`src/rtl/cpu_state_sequencer_if.sv`:
```
// cpu_state_sequencer_if: control-unit/memory handshake and status bundle around the CPU state sequencer.
// CPU_PERF_COUNT_EN adds the cycle_count and instr_count performance counters.
interface cpu_state_sequencer_if #(parameter int STATE_W = 4);
   logic [5:0]         opcode;
   logic               mem_read;
   logic               mem_write;
   logic               waitrequest;
   logic [31:0]        pc_next;
   logic [STATE_W-1:0] state;
   logic               stall;
   logic               advance;
   logic               active;
   logic               fault;
`ifdef CPU_PERF_COUNT_EN
   logic [31:0]        cycle_count;
   logic [31:0]        instr_count;
`endif
   modport master (
      output opcode, mem_read, mem_write, waitrequest, pc_next,
      input  state, stall, advance, active, fault
`ifdef CPU_PERF_COUNT_EN
      , cycle_count, instr_count
`endif
   );
   modport slave (
      input  opcode, mem_read, mem_write, waitrequest, pc_next,
      output state, stall, advance, active, fault
`ifdef CPU_PERF_COUNT_EN
      , cycle_count, instr_count
`endif
   );
endinterface

```
`src/rtl/cpu_state_sequencer.sv`:
```
// cpu_state_sequencer: multi-cycle FETCH/DECODE/EXEC1/EXEC2/HALT sequencer with memory stall and fault detection.
// CPU_PERF_COUNT_EN adds free-running cycle and retired-instruction counters.
module cpu_state_sequencer #(
   parameter int          STATE_W   = 4,
   parameter logic [31:0] HALT_ADDR = 32'h0000_0000
) (
   input logic clk,
   input logic reset,
   cpu_state_sequencer_if.slave s
);
   typedef enum logic [2:0] {
      HALT   = 3'd0,
      FETCH  = 3'd1,
      DECODE = 3'd2,
      EXEC1  = 3'd3,
      EXEC2  = 3'd4
   } state_t;
   state_t st;
   logic   legal;
   assign legal     = s.opcode inside {6'b000000, 6'b100011, 6'b101011, 6'b000100, 6'b000010, 6'b000011};
   assign s.stall   = (s.mem_read | s.mem_write) & s.waitrequest;
   assign s.advance = (st != HALT) & ~s.stall;
   assign s.state   = STATE_W'(st);
   always_ff @(posedge clk) begin
      if (reset) begin
         st       <= FETCH;
         s.active <= 1'b1;
         s.fault  <= 1'b0;
`ifdef CPU_PERF_COUNT_EN
         s.cycle_count <= 32'd0;
         s.instr_count <= 32'd0;
`endif
      end else begin
         if (!s.stall) begin
            case (st)
               HALT:   st <= HALT;
               FETCH:  st <= DECODE;
               DECODE: st <= EXEC1;
               EXEC1: begin
                  st <= legal ? EXEC2 : HALT;
                  if (!legal) begin
                     s.fault  <= 1'b1;
                     s.active <= 1'b0;
                  end
               end
               EXEC2: begin
                  st <= (s.pc_next == HALT_ADDR) ? HALT : FETCH;
                  if (s.pc_next == HALT_ADDR) s.active <= 1'b0;
               end
               // unreachable encodings are treated as a corrupted sequencer
               default: begin
                  st       <= HALT;
                  s.fault  <= 1'b1;
                  s.active <= 1'b0;
               end
            endcase
         end
`ifdef CPU_PERF_COUNT_EN
         if (s.active) s.cycle_count <= s.cycle_count + 32'd1;
         if (st == EXEC2 && s.advance) s.instr_count <= s.instr_count + 32'd1;
`endif
      end
   end
endmodule

```
`src/flat_wrapper.sv`:
```
// flat-port wrapper written by rule: the top's interface ports become plain ports
module cpu_state_sequencer_flat 
#(
   parameter int          STATE_W   = 4,
   parameter logic [31:0] HALT_ADDR = 32'h0000_0000
)
  (clk, reset, s_opcode, s_mem_read, s_mem_write, s_waitrequest, s_pc_next, s_state, s_stall, s_advance, s_active, s_fault);
  cpu_state_sequencer_if #(.STATE_W(STATE_W)) s_i ();
  input logic clk;
  input logic reset;
  input wire logic [$bits(s_i.opcode)-1:0] s_opcode;
  input wire logic [$bits(s_i.mem_read)-1:0] s_mem_read;
  input wire logic [$bits(s_i.mem_write)-1:0] s_mem_write;
  input wire logic [$bits(s_i.waitrequest)-1:0] s_waitrequest;
  input wire logic [$bits(s_i.pc_next)-1:0] s_pc_next;
  output wire logic [$bits(s_i.state)-1:0] s_state;
  output wire logic [$bits(s_i.stall)-1:0] s_stall;
  output wire logic [$bits(s_i.advance)-1:0] s_advance;
  output wire logic [$bits(s_i.active)-1:0] s_active;
  output wire logic [$bits(s_i.fault)-1:0] s_fault;
  assign s_i.opcode = s_opcode;
  assign s_i.mem_read = s_mem_read;
  assign s_i.mem_write = s_mem_write;
  assign s_i.waitrequest = s_waitrequest;
  assign s_i.pc_next = s_pc_next;
  assign s_state = s_i.state;
  assign s_stall = s_i.stall;
  assign s_advance = s_i.advance;
  assign s_active = s_i.active;
  assign s_fault = s_i.fault;
  cpu_state_sequencer #(.STATE_W(STATE_W), .HALT_ADDR(HALT_ADDR)) u_core (.clk(clk), .reset(reset), .s(s_i));
endmodule
```
`config.mk`:
```
export PLATFORM = sky130hd
export DESIGN_NAME = cpu_state_sequencer_flat
export DESIGN_NICKNAME = d
export VERILOG_FILES = /design/src/rtl/cpu_state_sequencer_if.sv /design/src/rtl/cpu_state_sequencer.sv /design/src/flat_wrapper.sv
export SDC_FILE = /design/constraint.sdc
export NUM_CORES = 1
export LEC_CHECK = 0
export ABC_AREA = 1
export CAP_MARGIN = 20
export CORE_MARGIN = 2
export CORE_UTILIZATION = 25
export DETAILED_ROUTE_END_ITERATION = 12
export PLACE_DENSITY_LB_ADDON = 0.25
export SLEW_MARGIN = 0
export SYNTH_ARGS = -nofsm -noshare
export SYNTH_HDL_FRONTEND = slang
export SYNTH_SLANG_ARGS = --single-unit
```
`constraint.sdc`:
```
create_clock -name clk -period 1.3 [get_ports clk]
set_input_delay 0.195 -clock clk [delete_from_list [all_inputs] [get_ports clk]]
set_output_delay 0.195 -clock clk [all_outputs]
set_load 0.005 [all_outputs]
```
# == Word level (Yosys, flattened, before mapping) ==
# Index checks and enable logic that the tools add are counted.
# word_totals
n_memories,0
ram_bits,0
latch_bits,0
romBits,0
reg_bits,5
input_bits,43
# classes
n_reduce_logical,9
bitwise_logic,6
n_mux,8
n_mul,0
add_sub_neg,0
shifts,0
n_lt_le_gt_ge,0
n_eq_ne,11
div,0
# ops
operator,count
$logic_not A32 Y1,1
$eq A6 B2 Y1 const B,2
$eq A6 B6 Y1 const B,2
$pmux W3 S4,1
$eq A3 B2 Y1 const B,2
$eq A6 B3 Y1 const B,1
$logic_not A6 Y1,1
$reduce_bool A6 Y1,1
$mux W1,4
$reduce_and A4 Y1,1
$reduce_or A4 Y1,1
$eq A3 B1 Y1 const B,1
$eq A3 B3 Y1 const B,1
$logic_not A3 Y1,1
$mux W3,1
$not A1 Y1,3
$pmux W1 S3,1
$reduce_and A3 Y1,1
$reduce_bool A3 Y1,1
$reduce_or A3 Y1,1
$and A1 B1 Y1,2
$ne A2 B1 Y1 const B,1
$ne A2 B2 Y1 const B,1
$pmux W1 S2,1
$or A1 B1 Y1,1

# == Logic depth before layout (Yosys ltp) ==
# logic_depth
word_depth,4
ltp_mapped,10

# == Worst setup path after synthesis ==
# Ideal clock, no wire load.
# synth_timing
path_type,register to register
from,register u_core.st[2]
to,register u_core.s.active
setup_ns,0.113
arrival_ns,0.874
n_path_buf,0
setup_slack_ns,0.313
path_stages_with_launch,10
cell_sequence,dfxtp_1 -> inv_1 -> nand2_1 -> nor3_2 -> nand2_1 -> nand2_1 -> nor2_1 -> nand2_1 -> nand2_1 -> nand2_1
# synth_via
elab_chain_cells,4
word_cells_on_any_way,11
classes_between,eq/ne: 6; mux: 1; bitwise: 1; reduce/logical: 3
# synth_lines
element,line_no,text
start: declaration,cpu_state_sequencer.sv:18,state_t st;
start signal: assignment,cpu_state_sequencer.sv:40,st <= legal ? EXEC2 : HALT;
start signal: assignment,cpu_state_sequencer.sv:47,st <= (s.pc_next == HALT_ADDR) ? HALT : FETCH;
$eq A3 B1 Y1 (tied with other cells),cpu_state_sequencer.sv:35,case (st)
$reduce_or A3 Y1 (no line),--,
$not A1 Y1 (no line),--,
$reduce_and A4 Y1 (no line),--,
end signal: assignment,cpu_state_sequencer.sv:43,s.active <= 1'b0;
end signal: assignment,cpu_state_sequencer.sv:48,if (s.pc_next == HALT_ADDR) s.active <= 1'b0;
end signal: assignment,cpu_state_sequencer.sv:54,s.active <= 1'b0;
end: declaration,cpu_state_sequencer_if.sv:27,"output state, stall, advance, active, fault"
# Several ways; a longest one is shown, not always the timed one.
# A chain may end at the register's enable or synchronous reset.

# == Worst setup path in the final report ==
# layout_timing
from,input s_mem_write
to,output s_stall
# layout_via
elab_chain_cells,2
# layout_lines
element,line_no,text
start: declaration,flat_wrapper.sv:13,input wire logic [$bits(s_i.mem_write)-1:0] s_mem_write;
$or A1 B1 Y1,cpu_state_sequencer.sv:21,assign s.stall = (s.mem_read | s.mem_write) & s.waitrequest;
$and A1 B1 Y1,cpu_state_sequencer.sv:21,
end: declaration,flat_wrapper.sv:17,output wire logic [$bits(s_i.stall)-1:0] s_stall;
# Every way passes these cells.

==> flow_summary.json <==
{
  "die_y_um": 44.8,
  "rsz0062_at_grt": "false",
  "cp.required_ns": 1.11,
  "netlist_instances": 79,
  "seqPwrFrac_pct": 28.5,
  "synth-edff-count": 0,
  "clk_latency_ns": 0.25,
  "die_x_um": 44.8,
  "synth_warnings": 0,
  "dr_total_vias": 676,
  "syn-cell-area_um2": 417,
  "dp_hpwl_um": 1250,
  "worstSetupStartpointType": "input pin",
  "min_period_ns": 1.25,
  "hold_class": "reg -> reg",
  "placedInstanceArea_um2": 965,
  "powerDensity_nw_per_um2": 631,
  "coreArea_um2": 1540,
  "grt_pass1_vias": 632,
  "final-instance-count-excl-fill": 153,
  "vdd_drop_max_mv": 0.413,
  "ys_types": 14,
  "initial_core_util_pct": 27.0,
  "timing.hold.ws_ns": 0.445,
  "synth_top_cell_area_share_pct": 24.0,
  "hold_viol": 0,
  "io_pins": 51,
  "hold_buffers": 0,
  "power.internal_mw": 0.460,
  "total_power_mw": 0.625,
  "avgSynthCellArea_um2": 5.27,
  "clkPwrFrac_pct": 29.6,
  "synth_seq_cells": 5,
  "pre_cts_ws_ns": -0.376,
  "worst_slack_ns": 0.0532,
  "syn_nets": 122,
  "nNetsFinal": 181,
  "swShare_pct": 26.4,
  "finalCritPeriodShare_pct": 95.9,
  "numCtsBuffers": 3,
  "slew_viol_final": 0,
  "synthFlopType": "dfxtp_1",
  "clock-sinks": 5,
  "io_buffers": 49,
  "crit_arrival_ns": 1.05,
  "drc": 0,
  "fmax_mhz": 802,
  "place_congestion": 0.818,
  "htree_levels": 1,
  "cts_tree": "yes",
  "ant_nets": 0,
  "cap_violations": 0,
  "grt_start_max_net_pins": 7,
  "dr.pass1.iters": 4,
  "yosys-top-cells-count": "nor2_1, nand2_1, inv_1",
  "row_count": 14,
  "clock_path_buffers": 2,
  "avgRoutedWirePerCell_um": 9.46,
  "grt_overflow_total": 0,
  "p_leak_nw": 0.465,
  "stdcell_area_um2": 990,
  "wl_um": 1450,
  "synth.most_common_cell": "nor2_1",
  "drt_iter0_markers": 7,
  "areaGrowthSynthToFinish_pct": 138,
  "track_usage_pct": 14.7,
  "root_buffer": "clkbuf_4",
  "synthArstFlopShare_pct": 0,
  "diodes": 0,
  "fin_setup_tns_ns": 0,
  "path_clk_slew_ns": 0.04,
  "antenna_found_initial": 0,
  "worstPathMaxFanout": 3,
  "synth_seq_area_share_pct": 24.0,
  "vias_per_cell": 4.42,
  "drive_gt1_share_pct": 10.2,
  "dp.cells": 149,
  "skew_ns": 0.00527,
  "num-fill-cells": 149,
  "p_comb_share_pct": 42.0,
  "die-area_um2": 2010,
  "setup_violations": 0,
  "critPathCaptureType": "primary output",
  "p_switching_mw": 0.165,
  "final_util_pct": 64.2,
  "grt_pass1_wl_um": 2170,
  "status": "finished clean",
  "yosysTopAreaCell": "dfxtp_1",
  "synth_area_leaders": "dfxtp_1, nor2_1, nand2_1",
  "critPathKind": "in -> out",
  "post-cts-setup-buffers": 0
}
-- logic make-up (layout without fill, tap and decap cells) --
kind of cell / count (synthesis) / count (layout) / share of synthesized area [%]
other: 1 / 1 / 0.900
buffers and inverters: 11 / 69 / 10.8
AOI/OAI and AO/OA: 11 / 11 / 15.9
and+or+nand+nor: 51 / 51 / 48.3
DFF: 5 / 5 / 24.0
-- power groups by stage --
stage / registers (mW) / logic, mW / clock network, mW
2_1_floorplan: 0.184 / 0.0728 / 0
3_3_place_gp: 0.177 / 0.272 / 0
3_5_place_dp: 0.178 / 0.276 / 0
4_1_cts: 0.177 / 0.265 / 0.190
5_1_grt: 0.179 / 0.288 / 0.204
6_report: 0.178 / 0.262 / 0.185
-- repair_timing --
| action | in CTS | in global routing |
|---|---|---|
| gates cloned | 0 | 0 |
| setup endpoints to repair | 5 | 3 |
| pin swaps | 0 | 0 |
| gates resized for setup | 9 | 3 |
-- metal layers --
| metal | vias to the layer above | wire length, um | GRT usage, % |
|---|---|---|---|
| met1 | 297 | 523 | 12.2 |
| li1 | 356 | - | - |
| met5 | - | 0 | 0 |
| met2 | 23 | 829 | 30.1 |
| met3 | 0 | 96 | 6.40 |
| met4 | 0 | 0 | 4.71 |
-- flip-flops by register name, indices dropped and copies added (netlist names) --
name and flops:
u_core.st 3, u_core.s.fault 1, u_core.s.active 1
-- worst paths after layout --
| path | from | to | slack [ns] | depth (start not counted) |
|---|---|---|---|---|
| worst max-delay path | s_mem_write | s_stall | 0.05 | 5 |
| worst min-delay path | u_core.s.active | u_core.s.active | 0.44 | 2 |
| worst max register to register | u_core.st[2] | u_core.s.active | 0.16 | 10 |
| worst min register to register | u_core.s.active | u_core.s.active | 0.44 | 2 |
-- layout by cell type (no fill, tap or decap), drive strengths merged --
master         instances
buf                    6
a21oi                  5
nand2                 23
clkbuf                 4
dlymetal6s2s           2
nor2                  25
o21ai                  6
dfxtp                  5
conb                   1
nand4                  1
clkdlybuf4s50         39
inv                   10
dlygate4sd2            8
nor3                   1
nand3                  1
-- worst max-delay path, cell delays in order --
cell and delay (ns):
dlygate4sd2_1 0.26, o21ai_4 0.15, inv_1 0.07, buf_4 0.14, dlygate4sd2_1 0.25
-- final cells by class --
type | count | area [um^2] | area share, %
inverters | 10 | 37.5 | 3.79
repair buffers | 55 | 531 | 53.6
flip-flops and latches | 5 | 101 | 10.2
multi-input cells | 63 | 274 | 27.7
well taps | 16 | 20.0 | 2.02
clock buffers | 4 | 26.3 | 2.65
No activity file was read; power rests on OpenSTA's default activity.
==> RTL edit: new RTL, same settings <==
`STATE_W` is set to 4 in 3 places; all go to 3.
--- a/src/rtl/cpu_state_sequencer_if.sv
+++ b/src/rtl/cpu_state_sequencer_if.sv
@@ -1,6 +1,6 @@
 // cpu_state_sequencer_if: control-unit/memory handshake and status bundle around the CPU state sequencer.
 // CPU_PERF_COUNT_EN adds the cycle_count and instr_count performance counters.
-interface cpu_state_sequencer_if #(parameter int STATE_W = 4);
+interface cpu_state_sequencer_if #(parameter int STATE_W = 3);
    logic [5:0]         opcode;
    logic               mem_read;
    logic               mem_write;
--- a/src/rtl/cpu_state_sequencer.sv
+++ b/src/rtl/cpu_state_sequencer.sv
@@ -1,7 +1,7 @@
 // cpu_state_sequencer: multi-cycle FETCH/DECODE/EXEC1/EXEC2/HALT sequencer with memory stall and fault detection.
 // CPU_PERF_COUNT_EN adds free-running cycle and retired-instruction counters.
 module cpu_state_sequencer #(
-   parameter int          STATE_W   = 4,
+   parameter int          STATE_W   = 3,
    parameter logic [31:0] HALT_ADDR = 32'h0000_0000
 ) (
    input logic clk,
--- a/src/flat_wrapper.sv
+++ b/src/flat_wrapper.sv
@@ -1,7 +1,7 @@
 // flat-port wrapper written by rule: the top's interface ports become plain ports
 module cpu_state_sequencer_flat 
 #(
-   parameter int          STATE_W   = 4,
+   parameter int          STATE_W   = 3,
    parameter logic [31:0] HALT_ADDR = 32'h0000_0000
 )
   (clk, reset, s_opcode, s_mem_read, s_mem_write, s_waitrequest, s_pc_next, s_state, s_stall, s_advance, s_active, s_fault);
Interface: changed (resized s_state); port bits go from 51 to 50. No check against the original RTL was run, so the function may have changed too.
==> RTL edit against the unedited design <==
Power shrank 1.4%. Sequential cell count did not move. Non-clock buffer count unchanged. Design area down 1.1%. Worst setup slack got worse by 0.0083 ns. Count of clock-buffer cells in the layout is the same. Area after synthesis down 2.7%. Hold slack worse by 0.0012 ns. Sequential share of layout area up 0.12 points. Final cell count shrank 0.65%. Routed wire length decreased by 4.6%.
==> RTL edit: results <==
[run_status]
status = completed

[placement]
dp_hpwl_um = 1240
dpl_cell_area_um2 = 961
dpl_worst_slack_ns = -0.402
gp_congestion = 0.722

[grt]
grt_pass1_vias = 643
grt_usage = 0.165
grt_pass1_wl_um = 2390

[routing]
via_count = 664
ant_nets = 0
drt-initial-drc-count = 12
wl_per_cell_um = 9.09

[timing]
skew_ns = 0.00128

[logic_synthesis]
synth_top_flop_cell = dfxtp_1
synthTopCellsByArea = dfxtp_1, nor2_1, nand2_1
synth_cell_type_count = 12
yosys.area_share.xor_xnor = 0
seq_area_frac_synth = 0.247
synth_warnings = 0
synth-compound-area-share = 0.164
synth_mux_area_frac = 0
synth_nets = 120
syn_inst = 77

[power]
p_leak_uw = 0.000443
max-vdd-ir-drop_mv = 0.357

[setup_path]
r2r_slack_ns = 0.20
cpMaxStageDelayCell = clkdlybuf4s50_1
max_stage_delay_ns = 0.50
crit_path_max_fanout = 2
r2r-start = u_core.s.state[2]

[layout]
drive_gt1_frac = 0.0956
num-fill-cells = 146
fin_cells = 152
largest_register_ffs = 3
layout.nets = 180

[hold_path]
min_from = u_core.s.fault
min_to = u_core.s.fault

[clock_network]
ctsHtreeMaxLevel = 1
==> RTL edit: cell types whose count changed after synthesis <==
cell / change
buf_4: -1
conb_1: -1
==> RTL edit: routing by layer <==
layer | share of wire | track usage | up-vias
met5 | 0 | 0 | -
met4 | 0 | 0.0485 | 0
met3 | 0.075 | 0.0694 | 0
met2 | 0.58 | 0.329 | 24
met1 | 0.35 | 0.146 | 285
li1 | - | - | 355
==> RTL edit: stage by stage <==
step	hold slack, ns	setup TNS (ns)	util	power (uW)
CTS	0.447	0	0.650	628
detailed placement	0.440	-0.993	0.638	453
finish	0.443	0	0.650	616
global route	0.470	0	0.650	666
global placement	0.431	-0.901	0.638	448
floorplan	0.264	0	-	254
==> RTL edit: cells by family (layout without fill, tap and decap cells) <==
kind of cell,Yosys count,in the layout
AND/OR/NAND/NOR,51,51
AO/OA/AOI/OAI,11,11
buffers and inverters,10,69
flip-flops,5,5
==> RTL edit: what timing repair did <==
| action | in CTS | in global routing |
|---|---|---|
| hold endpoints to repair | 0 | 0 |
| endpoints found under the setup margin | 5 | 0 |
| gates resized for setup | 9 | 0 |
==> RTL edit: worst max-delay path by stage <==
stage,start,to,slack (ns),cells after the start
floorplan,u_core.s.state[2],u_core.s.active,0.31,9
global placement,s_mem_write,s_advance,-0.40,5
detailed placement,s_mem_write,s_advance,-0.40,5
CTS,u_core.s.fault,s_fault,0.03,1
global route,s_pc_next[24],u_core.s.state[0],0.002,9
finish,u_core.s.fault,s_fault,0.04,1
==> RTL edit: power breakdown <==
part           switching, uW  internal, uW
Clock                   63.0           116
Sequential              6.61           169
Combinational           86.3           176
Total                    156           460
==> RTL edit: tightest hold or removal path: stages (launching register included) <==
cell and delay (ns):
dfxtp_1 0.30, inv_1 0.04, a21oi_1 0.05
==> RTL edit: area by class of cell <==
type / instances / area, um^2 / share of cell area
Sequential cell: 5 / 101 / 0.104
Inverter: 10 / 37.5 / 0.0384
Timing Repair Buffer: 55 / 526 / 0.537
Clock buffer: 4 / 26.3 / 0.0269
Multi-Input combinational cell: 62 / 268 / 0.274
Tap cell: 16 / 20.0 / 0.0205
